`config.mk`:
```
export PLATFORM = sky130hd
export DESIGN_NAME = synapse_weight_bank
export DESIGN_NICKNAME = d
export VERILOG_FILES = /design/src/rtl/synapse_weight_bank_pkg.sv /design/src/rtl/synapse_weight_bank_leak_integrator.sv /design/src/rtl/synapse_weight_bank.sv
export SDC_FILE = /design/constraint.sdc
export NUM_CORES = 1
export LEC_CHECK = 0
export ABC_CLOCK_PERIOD_IN_PS = 18300
export BUFFER_PORTS_ARGS = -buffer_cell sky130_fd_sc_hd__clkbuf_2
export CAP_MARGIN = 20
export CORE_ASPECT_RATIO = 1.1
export CORE_MARGIN = 10
export CORE_UTILIZATION = 55
export DETAILED_ROUTE_END_ITERATION = 10
export PLACE_DENSITY = 0.75
export SYNTH_ARGS = -nofsm -noshare
export SYNTH_HDL_FRONTEND = slang
export SYNTH_SLANG_ARGS = --single-unit
```
`constraint.sdc`:
```
create_clock -name clk -period 18.3 [get_ports clk]
set_clock_uncertainty 0.15 [all_clocks]
set_input_delay 0 -clock clk [delete_from_list [all_inputs] [get_ports clk]]
set_output_delay 0 -clock clk [all_outputs]
set_load 0.02 [all_outputs]
```
`src/rtl/synapse_weight_bank_pkg.sv`:
```
// Shared constants and helpers for the synaptic weight bank and its leak integrator.
package synapse_weight_bank_pkg;

  localparam int NUM_PRE     = 5;
  localparam int W_WIDTH     = 8;
  localparam int W_INIT      = 64;
  localparam int W_MIN       = 0;
  localparam int W_MAX       = 255;
  localparam int DECAY_SHIFT = 2;

  // Write-port mode select.
  localparam logic WR_OVERWRITE = 1'b0;
  localparam logic WR_DELTA     = 1'b1;

  // Saturating clamp of a signed value into [lo, hi].
  function automatic int sat_clamp(input int value, input int lo, input int hi);
    int res;
    res = value;
    if (value < lo) res = lo;
    if (value > hi) res = hi;
    return res;
  endfunction

endpackage : synapse_weight_bank_pkg

```
`src/rtl/synapse_weight_bank_leak_integrator.sv`:
```
// Leaky synaptic-current register: I <= sat(I - (I >> DECAY_SHIFT) + sum).
module synapse_leak_integrator #(
  parameter int W_WIDTH     = 8,
  parameter int SUM_W       = W_WIDTH + 3,
  parameter int DECAY_SHIFT = 2
) (
  input  logic               clk,
  input  logic               rst_n,
  input  logic [SUM_W-1:0]   sum,
  output logic [W_WIDTH-1:0] current
);

  // One extra bit above the sum so that I + sum never wraps before saturation.
  localparam int EXT_W = SUM_W + 1;
  localparam logic [EXT_W-1:0] I_MAX = EXT_W'({W_WIDTH{1'b1}});

  logic [W_WIDTH-1:0] current_q, current_d;
  logic [EXT_W-1:0]   next_ext;

  // Leak, integrate the incoming weight sum, then saturate to the current width.
  always_comb begin
    // NOTE: combinational blocks use blocking '=' so later lines see earlier results;
    // every signal gets a default first so no latch is inferred.
    next_ext  = EXT_W'(current_q) - EXT_W'(current_q >> DECAY_SHIFT) + EXT_W'(sum);
    current_d = current_q;
    if (next_ext > I_MAX) begin
      current_d = I_MAX[W_WIDTH-1:0];
    end else begin
      current_d = next_ext[W_WIDTH-1:0];
    end
  end

  // Current register.
  always_ff @(posedge clk or negedge rst_n) begin
    // NOTE: state registers use non-blocking '<=' so all flops update together at the edge.
    if (!rst_n) begin
      current_q <= '0;
    end else begin
      current_q <= current_d;
    end
  end

  assign current = current_q;

endmodule : synapse_leak_integrator

```
`src/rtl/synapse_weight_bank.sv`:
```
// Plastic weight file with a valid/ready write port, feeding a leaky synaptic current.
module synapse_weight_bank
  import synapse_weight_bank_pkg::*;
(
  input  logic               clk,
  input  logic               rst_n,
  input  logic [NUM_PRE-1:0] pre_spike,
  input  logic               learn_en,
  input  logic               wr_valid,
  output logic               wr_ready,
  input  logic               wr_mode,
  input  logic [2:0]         wr_idx,
  input  logic [W_WIDTH-1:0] wr_data,
  input  logic [2:0]         rd_idx,
  output logic [W_WIDTH-1:0] rd_data,
  output logic [W_WIDTH-1:0] current_out,
  output logic [3:0]         spike_cnt,
  output logic               idx_err
);

  localparam int SUM_W = W_WIDTH + 3;
  localparam int DLT_W = W_WIDTH + 2;

  logic [W_WIDTH-1:0] weight_q [NUM_PRE];
  logic [W_WIDTH-1:0] weight_d [NUM_PRE];
  logic               idx_err_q, idx_err_d;
  logic [W_WIDTH-1:0] rd_data_q, rd_data_d;
  logic [3:0]         spike_cnt_q, spike_cnt_d;
  logic [SUM_W-1:0]   spike_sum;
  logic               wr_fire;
  logic               wr_hit;
  logic signed [DLT_W-1:0] delta_sum;

  // The learner may write whenever learning is enabled; no backpressure otherwise.
  assign wr_ready = learn_en;
  assign wr_fire  = wr_valid && wr_ready;

  // Weight write decode: overwrite or clamped signed delta; bad index sets the sticky error.
  always_comb begin
    weight_d  = weight_q;
    idx_err_d = idx_err_q;
    wr_hit    = 1'b0;
    delta_sum = '0;
    for (int i = 0; i < NUM_PRE; i++) begin
      if (wr_fire && (wr_idx == 3'(i))) begin
        wr_hit    = 1'b1;
        delta_sum = $signed({2'b00, weight_q[i]})
                  + $signed({{2{wr_data[W_WIDTH-1]}}, wr_data});
        if (wr_mode == WR_OVERWRITE) begin
          weight_d[i] = wr_data;
        end else begin
          weight_d[i] = W_WIDTH'(sat_clamp(int'(delta_sum), W_MIN, W_MAX));
        end
      end
    end
    if (wr_fire && !wr_hit) begin
      idx_err_d = 1'b1;
    end
  end

  // Weight sum of firing inputs (old weights, so a same-cycle write lands next cycle),
  // spike popcount and the debug read mux.
  always_comb begin
    spike_sum   = '0;
    spike_cnt_d = '0;
    rd_data_d   = '0;
    for (int i = 0; i < NUM_PRE; i++) begin
      if (pre_spike[i]) begin
        spike_sum   = spike_sum + SUM_W'(weight_q[i]);
        spike_cnt_d = spike_cnt_d + 4'd1;
      end
      if (rd_idx == 3'(i)) begin
        rd_data_d = weight_q[i];
      end
    end
  end

  // Weight file and status registers.
  always_ff @(posedge clk or negedge rst_n) begin
    if (!rst_n) begin
      // NOTE: the weight file is a handful of flops that must start at W_INIT,
      // so it is reset like any other register rather than treated as a RAM.
      for (int i = 0; i < NUM_PRE; i++) begin
        weight_q[i] <= W_WIDTH'(W_INIT);
      end
      idx_err_q   <= 1'b0;
      rd_data_q   <= '0;
      spike_cnt_q <= '0;
    end else begin
      weight_q    <= weight_d;
      idx_err_q   <= idx_err_d;
      rd_data_q   <= rd_data_d;
      spike_cnt_q <= spike_cnt_d;
    end
  end

  synapse_leak_integrator #(
    .W_WIDTH     (W_WIDTH),
    .SUM_W       (SUM_W),
    .DECAY_SHIFT (DECAY_SHIFT)
  ) u_leak (
    .clk     (clk),
    .rst_n   (rst_n),
    .sum     (spike_sum),
    .current (current_out)
  );

  assign rd_data   = rd_data_q;
  assign spike_cnt = spike_cnt_q;
  assign idx_err   = idx_err_q;

endmodule : synapse_weight_bank

```
==> results.py <==
metrics = {
    "detailed_routing": {
        "routedWlPerCell_um": 18.5,
        "dr_wl_met2_mm": 9.38,
        "first_pass_iters": 5,
        "wirelength_mm": 19.6,
        "drt_iter0_markers": 464,
        "vias_per_cell": 6.30,
        "drc": 0,
        "vias": 6665,
        "route.met3.wl_mm": 1.08,
        "route.antenna.remaining_nets": 0,
        "routed.top_layer": "met4",
        "wl_met1_mm": 8.47,
    },
    "sta": {
        "setup_viol": 0,
        "finalCritPeriodShare_pct": 42.2,
        "tightest_slew_ps": 910,
        "setup_ws_ps": 10570,
        "max_freq_ghz": 0.129,
        "fin_tns_setup_ps": 0,
        "min_period_ps": 7730,
        "finalHoldViolations": 1,
        "relSlewSlack_pct": 38.8,
        "timing.hold.ws_ps": -55.9,
        "rsz0062_at_grt": "no",
        "drv_slew": 0,
    },
    "cts": {
        "numClockSinks": 61,
        "clk_latency_ps": 350,
        "cts_tree": "done",
        "htree_levels": 3,
        "clockRootBuffer": "clkbuf_16",
        "clk_pin_slew_ps": 50,
        "cts_max_path_buffers": 2,
        "ctsResizeCount": 0,
        "cts_buffers": 9,
    },
    "grt": {
        "antenna_found_initial": 0,
        "grt_pass1_wl_mm": 32.2,
        "first_global_vias": 6430,
        "gr-total-overflow": 0,
        "grt_usage_pct": 21.9,
        "grt_max_degree": 62,
    },
    "synthesis": {
        "synth_area_um2": 7190,
        "synth_edf_count": 0,
        "synth-simple-area-share_pct": 15.8,
        "synth_cell_types": 54,
        "muxShareOfSynthArea_pct": 4.49,
        "synthCells": 853,
        "ys.flop_type": "dfrtp_1",
        "synth_area_per_cell_um2": 8.43,
        "synth_compound_area_share_pct": 26.5,
        "synthAdderAreaFrac_pct": 20.1,
        "synth-xor-area-share_pct": 8.53,
        "postSynth.asyncResetShare_pct": 100,
        "syn-num-nets": 986,
        "synth-seq-cells": 61,
        "ys_seq_area_share_pct": 21.3,
        "synth-warning-count": 0,
        "synth_top_family_by_area": "compound AO/OA/AOI/OAI gates",
    },
    "worst_setup_path": {
        "timing.rr.start": "weight_q[32]$_DFFE_PN0P_",
        "critical_path_class": "reg -> reg",
        "r2r_cells": 35,
        "critPathRequiredTime_ps": 18360,
        "cp_max_fo": 9,
        "rrSetupSlack_ps": 10570,
        "worstPathArrival_ps": 7790,
        "slowest_stage": "a31oi_1",
        "timing.rr.end": "u_leak.current[2]$_DFF_PN0_",
        "cp_slowest_stage_delay_ps": 450,
        "cp-start-kind": "flop",
        "crit_path_frequent_cell": "ha_1",
        "endpoint_kind": "flop",
    },
    "die": {
        "io_pins": 46,
        "core_um2": 12700,
        "dieArea_um2": 18000,
        "die_w_um": 129,
        "die_y_um": 140,
        "initial_core_util_pct": 56.6,
        "num_rows": 43,
    },
    "hold_path": {
        "hold_end": "weight_q[30]$_DFFE_PN1P_",
        "hold_path_depth": 5,
        "min_from": "wr_idx[0]",
        "hp-class": "in -> reg",
    },
    "finish": {
        "postLayoutCoreUtil_pct": 62.6,
        "multiInputGateArea_um2": 5430,
        "layout_commonest_cell": "nor2_1",
        "final_cell_mix": "nor2_1 (105), ha_1 (98), nand2_1 (71)",
        "n_fill_cell": 1123,
        "layout.nets": 1029,
        "finalNonFillerCells": 1058,
        "seq_area_um2": 1530,
        "area_growth_pct": 10.5,
        "drive_above_1_share_pct": 10.8,
        "antenna_cells": 0,
    },
    "placement": {
        "gp_congestion": 0.930,
        "place_inst": 1035,
        "pre_cts_ws_ps": 10670,
        "port_buffers": 45,
        "hpwl_mm": 15.0,
    },
    "job": {
        "max_cap_viol_count": 0,
    },
    "power": {
        "power.density_nw_per_um2": 226,
        "p_leak_nw": 3.70,
        "peakVddDrop_v": 0.000134,
    },
    "run_status": {
        "failed_checks": "hold timing",
        "status": "complete, but fails checks",
    },
}
==> synthesized netlist by cell type, types with 3 or more instances <==
cell type / instances / area share, %
a211o_1: 5 / 0.61
a211oi_1: 18 / 1.9
a21o_1: 36 / 3.8
a21oi_1: 55 / 3.8
a221oi_1: 40 / 4.9
a22oi_1: 10 / 1.0
and2_1: 6 / 0.52
and3_1: 5 / 0.44
and4_1: 5 / 0.61
buf_1: 5 / 0.26
clkbuf_1: 18 / 0.94
dfrtp_1: 56 / 19
dfstp_2: 5 / 1.8
fa_1: 11 / 3.1
ha_1: 98 / 17
inv_1: 36 / 1.9
mux2_2: 18 / 2.8
mux2i_1: 12 / 1.7
nand2_1: 71 / 3.7
nand2b_1: 8 / 0.70
nand3_1: 7 / 0.49
nor2_1: 105 / 5.5
nor2b_1: 8 / 0.70
nor3_1: 19 / 1.3
nor4_1: 5 / 0.44
o211a_1: 5 / 0.70
o21a_1: 20 / 2.1
o21ai_0: 31 / 2.2
o21bai_1: 9 / 0.94
o22ai_1: 11 / 0.96
o31a_1: 4 / 0.49
o31ai_1: 4 / 0.42
or2_2: 3 / 0.26
or3_1: 5 / 0.44
or4_1: 6 / 0.63
xnor2_1: 41 / 5.0
xor2_1: 29 / 3.5
==> worst max-delay path: cells and delay by family (launching register included) <==
kind	cells	cell delay (ps)
AOI/OAI and AO/OA	12	2380
xor gates and xnor gates	3	300
adders and majority gates	6	1870
buffers and inverters	3	240
DFF	1	380
muxes	3	710
and+or+nand+nor	8	1530
==> flip-flops by register name, summed over array words and instances, names as in the netlist <==
| register | cells |
|---|---|
| idx_err | 1 |
| u_leak.current | 8 |
| spike_cnt | 4 |
| weight_q | 40 |
| rd_data | 8 |
==> worst max-delay path by stage <==
stage	startpoint	endpoint	depth (start not counted)	slack (ps)
after floorplan	weight_q[32]$_DFFE_PN0P_	u_leak.current[5]$_DFF_PN0_	34	11260
after global placement	weight_q[32]$_DFFE_PN0P_	u_leak.current[5]$_DFF_PN0_	34	10870
after detailed placement	weight_q[32]$_DFFE_PN0P_	u_leak.current[5]$_DFF_PN0_	34	10670
after CTS	weight_q[32]$_DFFE_PN0P_	u_leak.current[6]$_DFF_PN0_	35	10630
after global routing	weight_q[32]$_DFFE_PN0P_	u_leak.current[2]$_DFF_PN0_	35	9960
final	weight_q[32]$_DFFE_PN0P_	u_leak.current[2]$_DFF_PN0_	35	10570
==> logic make-up (layout without fill, tap and decap cells) <==
family | count (synthesis) | count (layout)
buf+inv | 61 | 109
fa+ha+maj | 109 | 109
xor+xnor | 70 | 70
mux | 30 | 30
flops | 61 | 61
simple gates | 254 | 254
compound gates | 268 | 268
==> cell type report <==
class                      instances  area share, %
clock inverter                     2          0.488
inverter                          37           1.75
timing repair buffer              56           4.11
tap                              157           2.47
multi-input combinational        731           68.3
sequential                        61           19.3
clock buffer                      14           3.57
==> power breakdown <==
| group | leakage (nW) | total, W | internal [W] | switching [W] |
|---|---|---|---|---|
| clock | 0.159 | 0.000187 | 0.000121 | 0.0000662 |
| sequential | 0.693 | 0.000246 | 0.000184 | 0.0000625 |
| combinational | 2.85 | 0.00137 | 0.000616 | 0.000750 |
==> layer usage <==
layer / GRT usage, % / vias to the layer above
met5: 0 / -
met2: 37.1 / 213
met1: 27.2 / 3144
li1: - / 3262
met3: 3.62 / 46
met4: 7.91 / 0
==> repair_timing <==
action | 4_1_cts | 5_1_grt
hold buffers | 5 | 1
hold endpoints to repair | 65 | 1
buffers inserted | 0 | 0
==> through the flow <==
stage                     total power, W  area (um2)
final                            0.00180        7950
after global routing             0.00198        7950
after CTS                        0.00179        7930
after detailed placement         0.00158        7550
after global placement           0.00156        7550
after floorplan                  0.00132        7190
Power figures use the tool's default switching activity.
